===== src/rtl/fifo_arb_pkg.sv =====
// Shared constants and helpers for the FIFO write-side arbiter.
// Provides the default sizing, the credit-counter width helper and the
// requester index type used by the arbiter and its surroundings.
package fifo_arb_pkg;

  localparam int DEF_NUM_REQ    = 4;
  localparam int DEF_DATA_WIDTH = 8;
  localparam int DEF_FIFO_DEPTH = 8;

  // Counter must hold every value 0..depth inclusive.
  function automatic int credit_width(input int depth);
    return $clog2(depth + 1);
  endfunction

  typedef logic [$clog2(DEF_NUM_REQ)-1:0] idx_t;

endpackage


===== src/rtl/fifo_wr_arbiter_rr_priority_sel.sv =====
// Round-robin priority search: first set bit of valid at or above ptr, wrapping.
// Latency: purely combinational.
// Backpressure: none; found=0 when no bit of valid is set.
// Ports: valid (request vector), ptr (search start), found (any winner), idx (winner).
module rr_priority_sel #(
  parameter  int N  = 4,
  localparam int IW = $clog2(N)
) (
  input  logic [N-1:0]  valid,
  input  logic [IW-1:0] ptr,
  output logic          found,
  output logic [IW-1:0] idx
);

  logic [IW:0] pos;

  // Walk the offsets from farthest to nearest so the nearest valid position
  // relative to ptr is the last one written, i.e. it wins.
  always_comb begin
    found = 1'b0;
    idx   = '0;
    pos   = '0;
    for (int k = N - 1; k >= 0; k--) begin
      pos = {1'b0, ptr} + (IW+1)'(k);
      if (pos >= (IW+1)'(N)) begin
        pos = pos - (IW+1)'(N);
      end
      if (valid[pos[IW-1:0]]) begin
        found = 1'b1;
        idx   = pos[IW-1:0];
      end
    end
  end

endmodule


===== src/rtl/fifo_wr_arbiter.sv =====
// Shares one FIFO write port among NUM_REQ producers, round-robin, credit-gated.
// Latency: transfer in cycle t appears as write_en/data_in/grant_id in cycle t+1.
// Backpressure: req_ready all low while credits==0 or reset; requests wait, no loss.
// Ports: clk/reset; req_valid/req_data/req_ready producer side; fifo_read_en,
//        fifo_empty, fifo_full observed FIFO status; write_en/data_in/grant_id
//        registered write port; credits free-slot count; overflow_err sticky.
module fifo_wr_arbiter
  import fifo_arb_pkg::*;
#(
  parameter  int NUM_REQ    = DEF_NUM_REQ,
  parameter  int DATA_WIDTH = DEF_DATA_WIDTH,
  parameter  int FIFO_DEPTH = DEF_FIFO_DEPTH,
  localparam int IDX_W      = $clog2(NUM_REQ),
  localparam int CRED_W     = credit_width(FIFO_DEPTH)
) (
  input  logic                          clk,
  input  logic                          reset,
  input  logic [NUM_REQ-1:0]            req_valid,
  input  logic [NUM_REQ*DATA_WIDTH-1:0] req_data,
  output logic [NUM_REQ-1:0]            req_ready,
  input  logic                          fifo_read_en,
  input  logic                          fifo_empty,
  input  logic                          fifo_full,
  output logic                          write_en,
  output logic [DATA_WIDTH-1:0]         data_in,
  output logic [IDX_W-1:0]              grant_id,
  output logic [CRED_W-1:0]             credits,
  output logic                          overflow_err
);

  logic [IDX_W-1:0]      rr_ptr;
  logic                  found;
  logic [IDX_W-1:0]      win_idx;
  logic                  issue;
  logic                  free;
  logic [DATA_WIDTH-1:0] words [NUM_REQ];

  rr_priority_sel #(.N(NUM_REQ)) u_sel (
    .valid (req_valid),
    .ptr   (rr_ptr),
    .found (found),
    .idx   (win_idx)
  );

  always_comb begin
    for (int i = 0; i < NUM_REQ; i++) begin
      words[i] = req_data[i*DATA_WIDTH +: DATA_WIDTH];
    end
  end

  // Grant uses the registered credit count, so a slot freed this cycle only
  // becomes usable next cycle. Reset gating keeps req_ready low before the
  // first reset edge has initialised the counter.
  assign issue = found && (credits != '0) && !reset;
  assign free  = fifo_read_en && !fifo_empty;

  always_comb begin
    req_ready = '0;
    if (issue) begin
      req_ready[win_idx] = 1'b1;
    end
  end

  always_ff @(posedge clk) begin
    if (reset) begin
      rr_ptr       <= '0;
      credits      <= CRED_W'(FIFO_DEPTH);
      write_en     <= 1'b0;
      data_in      <= '0;
      grant_id     <= '0;
      overflow_err <= 1'b0;
    end else begin
      write_en <= issue;
      if (issue) begin
        data_in  <= words[win_idx];
        grant_id <= win_idx;
        rr_ptr   <= (win_idx == IDX_W'(NUM_REQ - 1)) ? '0 : win_idx + IDX_W'(1);
      end

      // issue implies credits!=0, so no underflow; a free at full count is
      // dropped so the counter never exceeds the FIFO depth.
      if (issue && !free) begin
        credits <= credits - CRED_W'(1);
      end else if (free && !issue && credits != CRED_W'(FIFO_DEPTH)) begin
        credits <= credits + CRED_W'(1);
      end

      if (write_en && fifo_full) begin
        overflow_err <= 1'b1;
      end
    end
  end

endmodule


===== config.mk =====
export PLATFORM = sky130hd
export DESIGN_NAME = fifo_wr_arbiter
export DESIGN_NICKNAME = d
export VERILOG_FILES = /design/src/rtl/fifo_arb_pkg.sv /design/src/rtl/fifo_wr_arbiter_rr_priority_sel.sv /design/src/rtl/fifo_wr_arbiter.sv
export SDC_FILE = /design/constraint.sdc
export NUM_CORES = 1
export LEC_CHECK = 0
export ABC_AREA = 1
export BUFFER_PORTS_ARGS = -buffer_cell sky130_fd_sc_hd__buf_4
export CAP_MARGIN = 10
export CORE_MARGIN = 8
export CORE_UTILIZATION = 45
export CTS_BUF_LIST = sky130_fd_sc_hd__clkbuf_16
export DETAILED_ROUTE_END_ITERATION = 12
export PLACE_DENSITY = 0.72
export SLEW_MARGIN = 20
export SYNTH_ARGS = -nofsm -noshare
export SYNTH_HDL_FRONTEND = slang
export SYNTH_SLANG_ARGS = --single-unit
export TNS_END_PERCENT = 10

===== constraint.sdc =====
create_clock -name clk -period 3.7 [get_ports clk]
set_input_delay 0.555 -clock clk [delete_from_list [all_inputs] [get_ports clk]]
set_output_delay 0.555 -clock clk [all_outputs]
set_load 0.03 [all_outputs]

-- After elaboration in Yosys (flattened, before gate mapping)
Cells that the tools add are included.
- register bits after elaboration: 18
- bits in latches: 0
- memory bits (writable): 0
- memory bits (read-only): 0
- input port bits: 41
- output and inout port bits: 20
- logic and storage cells: 73
- memories: 0
- add/subtract/negate cells: 10
- multiply operators: 0
- divide/modulo/power cells: 0
- $lt $le $gt $ge: 11
- equal/unequal tests: 2
- shifts and indexed selects: 0
- muxes and demuxes: 29
- bitwise gates (word level): 1
- reductions and logical operators: 14
- operators by type and width (kind ; count):
    2-bit 2-to-1 mux ; 9
    8-bit binary-select mux with 2-bit select ; 1
    8-bit 2-to-1 mux ; 2
    2-bit by 3-bit < comparator with 1-bit output, second input constant ; 5
    3-bit greater-or-equal comparator, second input constant ; 4
    4-bit 2-to-1 mux ; 3
    1-bit 2-to-1 mux ; 9
    1-bit binary-select mux with 2-bit select ; 4
    1-bit logical AND ; 8
    2-bit by 1-bit subtractor with 2-bit output, second input constant ; 4
    2-bit by 2-bit adder with 3-bit output, second input constant ; 2
    4-bit by 1-bit adder with 4-bit output, second input constant ; 1
    1-bit logical NOT ; 4
    4-bit inequality test, second input constant ; 1
    4-bit nonzero test ; 1
    4-bit by 1-bit subtractor with 4-bit output, second input constant ; 1
    2-bit by 1-bit adder with 3-bit output, second input constant ; 1
    2-bit by 3-bit greater-or-equal comparator with 1-bit output, second input constant ; 1
    2-bit inverter with 3-bit output ; 1
    2-bit by 1-bit adder with 2-bit output, second input constant ; 1
    1-bit demux with 2-bit select ; 1
    2-bit == test, second input constant ; 1
    2-bit by 1-bit greater-or-equal comparator with 1-bit output, second input constant ; 1
    2-bit nonzero test ; 1

-- Depth between registers and ports, before layout
- word-level depth: 16
- depth in mapped cells: 19
- gate-level depth less buffers: 18

-- Hierarchy
A second synthesis with hierarchy kept.
- cells, all modules: 213
- area total of the unflattened synthesis: 1332.5 um2
- by module, submodules not included (module ; instances ; cells each ; area an instance (um2) ; sequential area each (um2)):
    fifo_wr_arbiter ; 1 ; 167 ; 1119.8 ; 360.3
    rr_priority_sel ; 1 ; 46 ; 212.7 ; 0.0

-- Worst setup path after synthesis
No wires, ideal clock.
- path kind: input -> output
- from: input port req_valid[3]
- to: output port req_ready[3]
- arrival: 1.909 ns
- required time: 3.145 ns
- path slack: 1.236 ns
- stages: 12
- buffers on the path: 1
- path through: inv_1 -> nand2_2 -> and2_4 -> nand2_1 -> nand2_1 -> nor2_1 -> nand2_2 -> nand2_4 -> buf_6 -> ha_1 -> inv_1 -> nor2_1
- word-level cells in the longest chain between the ends: 11
- elaborated cells between the ends (all ways): 24
- those cells by class: 2 x order compare; 19 x mux; 3 x reduce/logical
- RTL lines (element ; line ; source):
    from (decl) ; fifo_wr_arbiter.sv:18 ; input logic [NUM_REQ-1:0] req_valid,
    1-bit binary-select mux with 2-bit select ; fifo_wr_arbiter_rr_priority_sel.sv:28 ; if (valid[pos[IW-1:0]]) begin
    1-bit 2-to-1 mux (implied by the code) ; fifo_wr_arbiter_rr_priority_sel.sv:28 ;
    2-bit 2-to-1 mux (3 in series) ; fifo_wr_arbiter_rr_priority_sel.sv:28 ;
    2-bit 2-to-1 mux * ; fifo_wr_arbiter_rr_priority_sel.sv:28 ;
    named net u_sel.idx[0] ; fifo_wr_arbiter_rr_priority_sel.sv:12 ; output logic [IW-1:0] idx
    2-bit by 3-bit < comparator with 1-bit output (implied by the code) / 2-bit by 1-bit greater-or-equal comparator with 1-bit output (equally long branches) ; fifo_wr_arbiter.sv:60 ; req_ready[win_idx] = 1'b1;
    1-bit logical AND (implied by the code) ; fifo_wr_arbiter.sv:60 ;
    1-bit 2-to-1 mux (implied by the code) ; fifo_wr_arbiter.sv:60 ;
    1-bit demux with 2-bit select * ; fifo_wr_arbiter.sv:60 ;
    4-bit 2-to-1 mux * ; fifo_wr_arbiter.sv:59 ; if (issue) begin
    to (decl) ; fifo_wr_arbiter.sv:20 ; output logic [NUM_REQ-1:0] req_ready,
Mark *: on every way through the listed nets, which the timed path passes. The rest lies on a longest branch. The select of a mux whose other input is x is not followed.

-- Worst setup path after layout
- from: register rr_ptr[0]
- to: output port req_ready[0]
- word-level cells in the longest chain between the ends: 14
- elaborated cells between the ends (all ways): 39
- those cells by class: 7 x add/sub; 6 x order compare; 23 x mux; 3 x reduce/logical
- RTL lines (element ; line ; source):
    from (decl) ; fifo_wr_arbiter.sv:31 ; logic [IDX_W-1:0] rr_ptr;
    from (signal assigned) ; fifo_wr_arbiter.sv:77 ; rr_ptr <= (win_idx == IDX_W'(NUM_REQ - 1)) ? '0 : win_idx + IDX_W'(1);
    2-bit by 2-bit adder with 3-bit output ; fifo_wr_arbiter_rr_priority_sel.sv:24 ; pos = {1'b0, ptr} + (IW+1)'(k);
    3-bit greater-or-equal comparator / 2-bit by 1-bit subtractor with 2-bit output (equally long branches) ; fifo_wr_arbiter_rr_priority_sel.sv:25, fifo_wr_arbiter_rr_priority_sel.sv:26 ;
    2-bit 2-to-1 mux ; fifo_wr_arbiter_rr_priority_sel.sv:25 ; if (pos >= (IW+1)'(N)) begin
    1-bit binary-select mux with 2-bit select ; fifo_wr_arbiter_rr_priority_sel.sv:28 ;
    1-bit 2-to-1 mux (implied by the code) ; fifo_wr_arbiter_rr_priority_sel.sv:28 ;
    2-bit 2-to-1 mux (4 in series) ; fifo_wr_arbiter_rr_priority_sel.sv:28 ;
    2-bit by 3-bit < comparator with 1-bit output (implied by the code) / 2-bit by 1-bit greater-or-equal comparator with 1-bit output (equally long branches) ; fifo_wr_arbiter.sv:60 ;
    1-bit logical AND (implied by the code) ; fifo_wr_arbiter.sv:60 ;
    1-bit 2-to-1 mux (implied by the code) ; fifo_wr_arbiter.sv:60 ;
    1-bit demux with 2-bit select ; fifo_wr_arbiter.sv:60 ;
    4-bit 2-to-1 mux * ; fifo_wr_arbiter.sv:59 ;
Mark *: on every way between the ends. The rest lies on a longest branch, timed or not. The select of a mux whose other input is x is not followed.

==> results.py <==
metrics = {
    "routing": {
        "top_layer_used": "met4",
        "drcViolationCount": 0,
        "avgRoutedWirePerCell_um": 11.2,
        "wl_met2_um": 1730,
        "dr_wl_met3_um": 327,
        "vias": 1538,
        "wl_met1_um": 1700,
        "viasPerCell": 4.51,
        "drt-initial-drc-count": 65,
        "routed_wl_um": 3810,
        "ant_nets": 0,
        "first_pass_iters": 4,
    },
    "cts": {
        "post_cts_resized": 0,
        "htreeDepth": 1,
        "cts_sinks": 18,
        "cts_tree": "yes",
        "clock_path_buffers": 2,
        "cts_made_buffers": 3,
        "worstSkewPairLatency_ns": 0.25,
        "hold_buffers": 0,
        "cts-root-buf": "clkbuf_16",
        "clkSlewWorstSetupHoldPaths_ns": 0.05,
        "cts_setup_buffers": 0,
    },
    "floorplan": {
        "die_y_um": 74.1,
        "rows": 21,
        "die-width_um": 74.1,
        "start_util": 0.463,
        "core_area_um2": 3280,
        "die_area_um2": 5490,
        "io_pins": 61,
    },
    "critical_path": {
        "worst-setup-path-type": "flip-flop to output port",
        "arrival_ns": 2.49,
        "critPathRequiredTime_ns": 3.14,
        "critPathLaunchType": "flip-flop",
        "crit_path_end_kind": "output port",
        "path_max_fanout": 23,
    },
    "finish": {
        "n_antenna_cell": 0,
        "nNetsFinal": 342,
        "drive_gt1_frac": 0.322,
        "layout_commonest_cell": "nand2_1",
        "post-route-util": 0.611,
        "final_cell_mix": "63 x nand2_1, 60 x buf_4, 40 x nand3_1",
        "syn2layout_area_growth_pct": 32.0,
        "final_cell_count_no_fill": 341,
    },
    "global_routing": {
        "grt_pass1_wl_um": 6070,
        "grt_max_degree": 24,
        "grtUsageTotal": 0.138,
        "grt_pass1_vias": 1433,
        "overflow": 0,
        "antenna_found_initial": 0,
    },
    "run": {
        "cap_violations": 0,
    },
    "synthesis": {
        "synth_area_um2": 1520,
        "synth_seq_cells": 18,
        "syn_inst": 239,
        "synth_warnings": 0,
        "ys_seq_area_frac": 0.237,
        "yosysUniqueCellTypes": 28,
        "syn-num-nets": 285,
        "syn_avg_cell_area_um2": 6.36,
    },
    "worst_hold_path": {
        "hp-class": "flip-flop to flip-flop",
    },
    "timing": {
        "slew_headroom": 0.674,
        "min_period_ns": 3.04,
        "fin_crit_sh": 0.822,
        "worst_pin_slew_ns": 0.488,
        "setup-violations-final": 0,
        "setup_tns_ns": 0,
        "rsz0062_at_grt": "no",
        "whs_ns": 0.472,
        "hold_viol": 0,
        "fmax_mhz": 329,
        "slew_viol_final": 0,
        "fin_skew_ns": 0.000778,
    },
    "power": {
        "p_leak_nw": 1.13,
        "ir_drop_uv": 332,
        "finalPower_mw": 1.58,
        "power.density_nw_per_um2": 788,
    },
    "place": {
        "io_buffer_count": 60,
        "place_inst": 337,
        "gp_congestion": 0.892,
        "post-dp-hpwl_um": 3100,
    },
    "outcome": {
        "outcome": "finished clean",
    },
}
==> synth_stat cells (all sizes together) <==
library cell	n	area, um2
nand4	2	12.5
dfxtp	18	360
a21oi	12	75.1
inv	42	165
ha	5	62.6
nand3	41	210
nor2	17	97.6
xor2	1	8.76
o21ai	9	45.0
and2	1	8.76
clkbuf	2	27.5
nand2	81	364
nor3	2	10.0
buf	6	72.6
==> state kept, by name (all words and copies together) (netlist names) <==
name,flops
grant_id,2
rr_ptr,2
credits,4
overflow_err,1
write_en,1
data_in,8
==> worst max-delay path: stages, from the launching register on <==
cell and delay, ns:
dfxtp_1 0.62, inv_6 0.07, nand2_1 0.09, nand2_2 0.06
nand2_2 0.09, nand2_2 0.08, nor2_4 0.14, nor2_2 0.05
nand2_2 0.21, nand2_4 0.20, inv_2 0.15, ha_1 0.15
inv_1 0.04, nor2_1 0.11, buf_4 0.18
==> final timing paths <==
| path | startpoint | end | slack (ns) | cells past startpoint |
|---|---|---|---|---|
| worst min register to register | overflow_err$_SDFFE_PP0P_ | overflow_err$_SDFFE_PP0P_ | 0.47 | 2 |
| worst max-delay path | rr_ptr[0]$_SDFFE_PP0P_ | req_ready[0] | 0.66 | 14 |
| worst min-delay path | overflow_err$_SDFFE_PP0P_ | overflow_err$_SDFFE_PP0P_ | 0.47 | 2 |
| worst max register to register | rr_ptr[0]$_SDFFE_PP0P_ | rr_ptr[1]$_SDFFE_PP0P_ | 1.34 | 14 |
==> power breakdown <==
group	internal [mW]	switching (mW)	total, mW
Sequential	0.266	0.0660	0.332
Combinational	0.362	0.668	1.03
Clock	0.144	0.0754	0.219
==> per-layer routing <==
metal | track usage | up-vias
li1 | - | 853
met1 | 0.155 | 635
met2 | 0.227 | 44
met3 | 0.0580 | 6
met4 | 0.0466 | 0
met5 | 0 | -
==> metrics by stage <==
stage | area (um2) | setup WS [ns]
6_report | 2010 | 0.660
5_1_grt | 2010 | 0.445
4_1_cts | 2010 | 0.665
3_5_place_dp | 1930 | 0.940
3_3_place_gp | 1930 | 0.962
2_1_floorplan | 1520 | 1.24
==> cells by family (layout without fill, tap and decap cells) <==
| logic type | after synthesis | count (layout) | share of synthesized area |
|---|---|---|---|
| AO/OA/AOI/OAI | 21 | 21 | 0.0790 |
| buffers and inverters | 50 | 106 | 0.174 |
| XOR/XNOR | 1 | 1 | 0.00576 |
| adder cells (fa/ha/maj) | 5 | 5 | 0.0412 |
| AND/OR/NAND/NOR | 144 | 144 | 0.463 |
| flip-flops | 18 | 18 | 0.237 |
==> layout make-up <==
cell class / count / area [um2]
fillers: 339 / 1280
multi-input cells: 171 / 895
repair buffers: 60 / 450
flip-flops and latches: 18 / 360
inverters: 42 / 165
clock buffers: 3 / 75.1
well taps: 46 / 57.6
clock inverters: 1 / 3.75
(Power assumes the default switching activity.)
